## config.mk

```make
export PLATFORM = sky130hd
export DESIGN_NAME = sram22_out_pipe
export DESIGN_NICKNAME = d
export VERILOG_FILES = /design/src/rtl/sram22_out_pipe.sv
export SDC_FILE = /design/constraint.sdc
export NUM_CORES = 1
export LEC_CHECK = 0
export ABC_AREA = 1
export BUFFER_PORTS_ARGS = -buffer_cell sky130_fd_sc_hd__buf_2
export CAP_MARGIN = 20
export CORE_MARGIN = 4
export CORE_UTILIZATION = 48
export CTS_CLUSTER_SIZE = 20
export DETAILED_ROUTE_END_ITERATION = 12
export PLACE_DENSITY = 0.86
export SYNTH_ARGS = -nofsm -noshare
export SYNTH_HDL_FRONTEND = slang
export SYNTH_SLANG_ARGS = --single-unit
```

## constraint.sdc

```tcl
create_clock -name clk -period 2.05 [get_ports clk]
set_clock_uncertainty 0.2 [all_clocks]
set_input_delay 0.205 -clock clk [delete_from_list [all_inputs] [get_ports clk]]
set_output_delay 0.205 -clock clk [all_outputs]
set_load 0.05 [all_outputs]
```

## src/rtl/sram22_out_pipe.sv

```systemverilog
// ============================================================================
// sram22_out_pipe : READ_LATENCY-deep data/valid output register chain
// Rev 1.0
// ============================================================================
`default_nettype none

module sram22_out_pipe #(
  parameter int DATA_WIDTH   = 32,
  parameter int READ_LATENCY = 1
) (
  input  logic                  clk,
  input  logic                  rst,
  input  logic                  ld_i,
  input  logic                  vld_i,
  input  logic [DATA_WIDTH-1:0] data_i,
  output logic [DATA_WIDTH-1:0] data_o,
  output logic                  vld_o
);

  logic                  stg_ld;
  logic                  stg_vld;
  logic [DATA_WIDTH-1:0] stg_data;
  logic [DATA_WIDTH-1:0] dout_q;
  logic                  dv_q;

  if (READ_LATENCY == 2) begin : g_lat2
    logic                  ld_q;
    logic                  vld_q;
    logic [DATA_WIDTH-1:0] data_q;

    always_ff @(posedge clk) begin
      if (rst) begin
        ld_q   <= 1'b0;
        vld_q  <= 1'b0;
        data_q <= '0;
      end else begin
        ld_q  <= ld_i;
        vld_q <= vld_i;
        if (ld_i) data_q <= data_i;
      end
    end

    assign stg_ld   = ld_q;
    assign stg_vld  = vld_q;
    assign stg_data = data_q;
  end else begin : g_lat1
    assign stg_ld   = ld_i;
    assign stg_vld  = vld_i;
    assign stg_data = data_i;
  end

  // Data only moves on a real access so dout holds across idle cycles.
  always_ff @(posedge clk) begin
    if (rst) begin
      dout_q <= '0;
      dv_q   <= 1'b0;
    end else begin
      dv_q <= stg_vld;
      if (stg_ld) dout_q <= stg_data;
    end
  end

  assign data_o = dout_q;
  assign vld_o  = dv_q;

endmodule

`default_nettype wire

```

==> run_results.csv, run 1 <==
group,metric,value,unit
finish,layout-drive-gt1-share,25.41,%
sta,setup_slack,0.5813,ns
route,num_vias,1399,
clock_network,hold_buffers,34,
clock_network,cts_resized,0,
critical_path,critPathBufInv,3,
sta,fin_setup_tns,0,ns
global_route,gr-total-overflow,0,
critical_path,ff2ff_path_depth,2,
finish,n_antenna_cell,0,
sta,timing.final.crit_share,71.64,%
sta,relSlewSlack,67.05,%
clock_network,cts_sinks,33,
critical_path,required,2.15,ns
die,fp.dieH,61.35,um
power_and_ir_drop,powerDensity,769.8,nW/um^2
sta,setup_viol,0,
synth,avgSynthCellArea,6.633,um^2
clock_network,insertion_delay,0.34,ns
power_and_ir_drop,p_leak,1.248,nW
die,core,2734,um^2
global_route,grt_use_total,19.18,%
global_route,grt_pass1_vias,1308,
critical_path,r2r_slack,1.26,ns
run_status,status,"complete, no violations",
sta,min_period,1.469,ns
global_route,antenna_found_initial,0,
place,dp_hpwl,1.908,mm
route,first_pass_iters,4,
synth,ys_types,7,
synth,synth-edff-count,0,
route,viasPerCell,4.139,
sta,slew_violations,0,
worst_hold_path,hp-class,"in2reg",
critical_path,crit_top_cell,"dlygate4sd3_1",
run,maxCapViolations,0,
die,core.rowCount,19,
global_route,grt_max_degree,65,
critical_path,cp_slowest_cell,"dlygate4sd3_1",
die,dieWidth,61.35,um
critical_path,timing.rr.start,"data_o[7]",
sta,grt_setup_unrepaired,"false",
clock_network,htreeDepth,2,
synth,synth_area,1366,um^2
route,post-route-drc-count,0,
die,initial_core_util,49.98,%
critical_path,cp-start-kind,"input port",
place,gp_congestion,0.6593,
synth,synth_top_area_cell,"dfxtp_1",
place,port-buffer-count,68,
finish,stdcell_count,338,
synth,ys_top_cells_by_area,"dfxtp_1 48%, nor2_1 18%, nand2_1 18%",
critical_path,crit_fanout,2,
place,placed_cells,296,
clock_network,clockBufferDepth,2,
synth,synth_flop_cell,"dfxtp_1",
route,ant_nets,0,
clock_network,cts_tree,"yes",
sta,fmax,680.9,MHz
clock_network,post-cts-setup-buffer-count,0,
die,dieArea,3764,um^2
synth,synth_nets,242,
synth,async_flop_share,0,%
sta,worstMarginPinSlew,0.4935,ns
synth,synth_top_cell_area_share,48.35,%
place,place_ws,0.8709,ns
critical_path,setup.worst_path.start,"rst",
clock_network,cts-root-buf,"clkbuf_4",
critical_path,crit_path_end_kind,"register",
finish,syn2layout_area_growth,53.75,%
critical_path,cp_cell_sequence,"dlygate4sd3_1, buf_2, nor2_1, dlygate4sd3_1",
critical_path,cpPeakStageDelay,0.56,ns
synth,yosysWarnings,0,
synth,yosysSeqAreaShare,48.35,%
power_and_ir_drop,finalPower,1.617,mW
route,drt_iter0_drc,56,
critical_path,critical_path_depth,4,
critical_path,arrival,1.57,ns
clock_network,path_clk_slew,0.12,ns
route,routedWlPerCell,9.843,um
critical_path,critical_path_class,"in2reg",
synth,ys_ff_latch,33,
finish,final_util,76.84,%
power_and_ir_drop,irDropWorstVdd,0.5923,mV
synth,postSynthCellCount,206,
critical_path,r2r-end,"data_o[7]",
route,drt-total-wl,3.327,mm
critical_path,crit_end,"vld_o",
critical_path,cpLargestDelayFamily,"buffers and inverters",
clock_network,cts_buffers,5,
finish,fin_nets,342,
sta,hold_violations,0,
global_route,grt_pass1_wl,5.237,mm
synth,synth.top_cells.by_count,"65 x nor2_1, 64 x nand2_1, 33 x dfxtp_1, 33 x inv_1, 7 x buf_6",
die,io_pins,69,
synth,yosysMostFrequentCell,"nor2_1",
-- cell families (layout without fill, tap and decap cells) --
group / Yosys count / count (layout) / share of synthesized area [%]
simple gates: 129 / 129 / 35.44
buf+inv: 44 / 145 / 16.21
flops: 33 / 33 / 48.35
-- metal layers --
layer	GRT usage, %	wire [um]
met1	17.90	1347
met2	36.71	1633
met3	7.966	291
met4	7.273	55
met5	0	0
-- through the flow --
step | instance area (um^2) | hold WS [ns]
detailed placement | 1672 | 0.1989
floorplan | 1366 | 0.07618
global placement | 1672 | 0.1993
finish | 2101 | 0.1631
CTS | 2101 | 0.1504
global route | 2101 | 0.1634
-- power by group --
part / internal, mW / total (mW) / switching [mW] / leakage [nW]
Clock: 0.290 / 0.515 / 0.225 / 0.0445
Sequential: 0.686 / 0.707 / 0.0210 / 0.275
Combinational: 0.136 / 0.396 / 0.260 / 0.929
-- cell type report --
class | instances | area, um^2
inverters | 34 | 127.6
repair buffers | 103 | 700.7
clock inverters | 2 | 37.54
fillers | 194 | 633.1
flip-flops and latches | 33 | 660.6
well taps | 31 | 38.79
clock buffers | 6 | 51.30
multi-input cells | 129 | 484.2
-- cells in the final DEF, fill, tap and decap left out --
cell / instances
nand2_1: 64
clkbuf_8: 1
buf_2: 68
bufinv_16: 1
inv_2: 1
clkbuf_4: 5
dlygate4sd3_1: 34
buf_12: 1
clkinvlp_4: 1
dfxtp_1: 33
inv_1: 33
nor2_1: 65
-- worst min path at each step --
| stage | startpoint | end | depth (start not counted) |
|---|---|---|---|
| 2_1_floorplan | rst | vld_o | 1 |
| 3_3_place_gp | rst | vld_o | 2 |
| 3_5_place_dp | rst | vld_o | 2 |
| 4_1_cts | ld_i | data_o[10] | 4 |
| 5_1_grt | ld_i | data_o[17] | 4 |
| 6_report | ld_i | data_o[8] | 4 |
-- registers in the layout, indices dropped and copies added (netlist names) --
| register | flops |
|---|---|
| data_o | 32 |
| vld_o | 1 |
-- worst register-to-register path, stage by stage, from the launching register on --
cell and delay, ns:
dfxtp_1 0.33, nor2_1 0.11, nor2_1 0.06
(Power assumes the default switching activity.)
==> run 2: changes to the inputs <==
Settings changed: CORE_UTILIZATION 48 to 40, PLACE_DENSITY 0.86 to 0.76.
Clock period 2.05 ns to 1.3 ns, I/O delays scaled along.
==> run 2 against run 1 <==
  * Wire length increased by 6.8%
  * Non-clock buffer count increased by 1
  * First-iteration DRC count increased by 20%
  * Die area increased by 17%
  * Flip-flop and latch count unchanged
  * Power increased by 45%
  * Register-to-register slack got worse by 0.74 ns
  * Sequential share of layout area decreased by 0.94 points
  * Critical path type is now reg2out
  * Largest cell class unchanged
==> run_results.csv, run 2 (synthesis gave the netlist of run 1 again) <==
group,metric,value,unit
critical_path,cp_slowest_cell,"dfxtp_1",
route,drt_iter0_drc,67,
sta,setup_slack,0.04378,ns
finish,layout_commonest_cell,"nor2_1",
clock_network,cts_tree,"yes",
clock_network,cts_sinks,33,
clock_network,clockBufferDepth,2,
finish,syn2layout_area_growth,58.52,%
die,io_pins,69,
clock_network,cts-root-buf,"clkbuf_4",
clock_network,path_clk_slew,0.09,ns
worst_hold_path,hp-class,"in2reg",
critical_path,required,0.97,ns
global_route,grt_use_total,17.16,%
die,dieWidth,66.45,um
finish,layout-drive-gt1-share,25.08,%
place,dp_hpwl,1.947,mm
sta,min_period,1.256,ns
sta,hold_violations,0,
global_route,antenna_found_initial,0,
die,core.rowCount,20,
die,core,3153,um^2
global_route,grt_pass1_vias,1304,
place,placed_cells,310,
finish,largest_reg_flops,32,
sta,timing.final.crit_share,96.63,%
finish,n_antenna_cell,0,
power_and_ir_drop,irDropWorstVdd,0.5595,mV
place,placed_area,1708,um^2
route,num_vias,1412,
critical_path,crit_fanout,2,
critical_path,cpPeakStageDelay,0.34,ns
clock_network,post-cts-setup-buffer-count,0,
die,dieArea,4415,um^2
critical_path,crit_path_end_kind,"primary output",
clock_network,cts_buffers,5,
route,routedWlPerCell,10.13,um
place,gp_congestion,0.6505,
power_and_ir_drop,powerDensity,1082,nW/um^2
route,viasPerCell,4.023,
die,fp.dieH,66.45,um
critical_path,critPathBufInv,1,
run,maxCapViolations,0,
clock_network,insertion_delay,0.32,ns
place,port-buffer-count,68,
finish,fin_nets,343,
finish,fin_area,2166,um^2
die,initial_core_util,43.33,%
sta,setup_viol,0,
finish,layout_common_cells,"65 x nor2_1, 64 x nand2_1, 43 x buf_2",
global_route,gr-total-overflow,0,
sta,relSlewSlack,83.76,%
route,post-route-drc-count,0,
sta,slew_violations,0,
route,first_pass_iters,4,
critical_path,cp_cell_sequence,"buf_2",
critical_path,arrival,0.93,ns
sta,whs,0.1082,ns
critical_path,critical_path_class,"reg2out",
global_route,grt_max_degree,65,
route,drt-total-wl,3.554,mm
run_status,status,"complete, no violations",
place,place_ws,0.2801,ns
clock_network,htreeDepth,2,
power_and_ir_drop,p_leak,1.243,nW
route,ant_nets,0,
sta,worstMarginPinSlew,0.2435,ns
finish,stdcell_count,351,
critical_path,cpLargestDelayFamily,"flip-flops",
critical_path,cp-start-kind,"register",
sta,fmax,796.0,MHz
global_route,grt_pass1_wl,5.664,mm
[run 2: cell types whose count changed in the layout (fill, tap and decap cells not counted), sizes merged]
| cell | delta |
|---|---|
| bufinv | -1 |
| clkbuf | +19 |
| clkinvlp | -1 |
| buf | -17 |
[run 2: per-layer routing]
metal  part of all wire [%]  track usage, %  routed length, um  up-vias
li1                       -               -                  -      778
met2                     48           28.62               1707       52
met3                    7.9           6.463                279        7
met5                      0               0                  0        -
met4                    1.3           5.330                 45        0
met1                     43           20.19               1522      575
[run 2: worst paths after layout]
path,start,endpoint,slack [ns],cells past startpoint
setup / recovery,data_o[31],data_o[31],0.04,1
hold / removal,ld_i,data_o[9],0.11,4
setup reg to reg,data_o[20],data_o[20],0.52,2
hold reg to reg,data_o[27],data_o[27],0.27,2
[run 2: what timing repair did]
| item | 4_1_cts | 5_1_grt |
|---|---|---|
| hold buffers | 34 | 0 |
| setup endpoints to repair | 1 | 24 |
| hold endpoints to repair | 33 | 0 |
| resized for setup | 1 | 30 |
[run 2: stage by stage]
stage / utilization (%) / TNS (ns) / power (mW)
2_1_floorplan: - / 0 / 1.555
3_3_place_gp: 54.17 / 0 / 1.683
3_5_place_dp: 54.17 / 0 / 1.689
4_1_cts: 66.79 / 0 / 2.342
5_1_grt: 68.69 / -0.03034 / 2.486
6_report: 68.69 / 0 / 2.343
[run 2: area by class of cell]
class / count / area, um^2
Timing Repair Buffer: 104 / 783.3
Inverter: 34 / 127.6
Tap cell: 44 / 55.05
Sequential cell: 33 / 660.6
Clock buffer: 7 / 55.05
Multi-Input combinational cell: 129 / 484.2
Fill cell: 286 / 987.2
[run 2: power by group]
part | leakage [nW] | total (mW) | switching (mW) | internal [mW]
Sequential | 0.275 | 1.12 | 0.0357 | 1.08
Clock | 0.0314 | 0.565 | 0.309 | 0.255
Combinational | 0.937 | 0.662 | 0.415 | 0.247
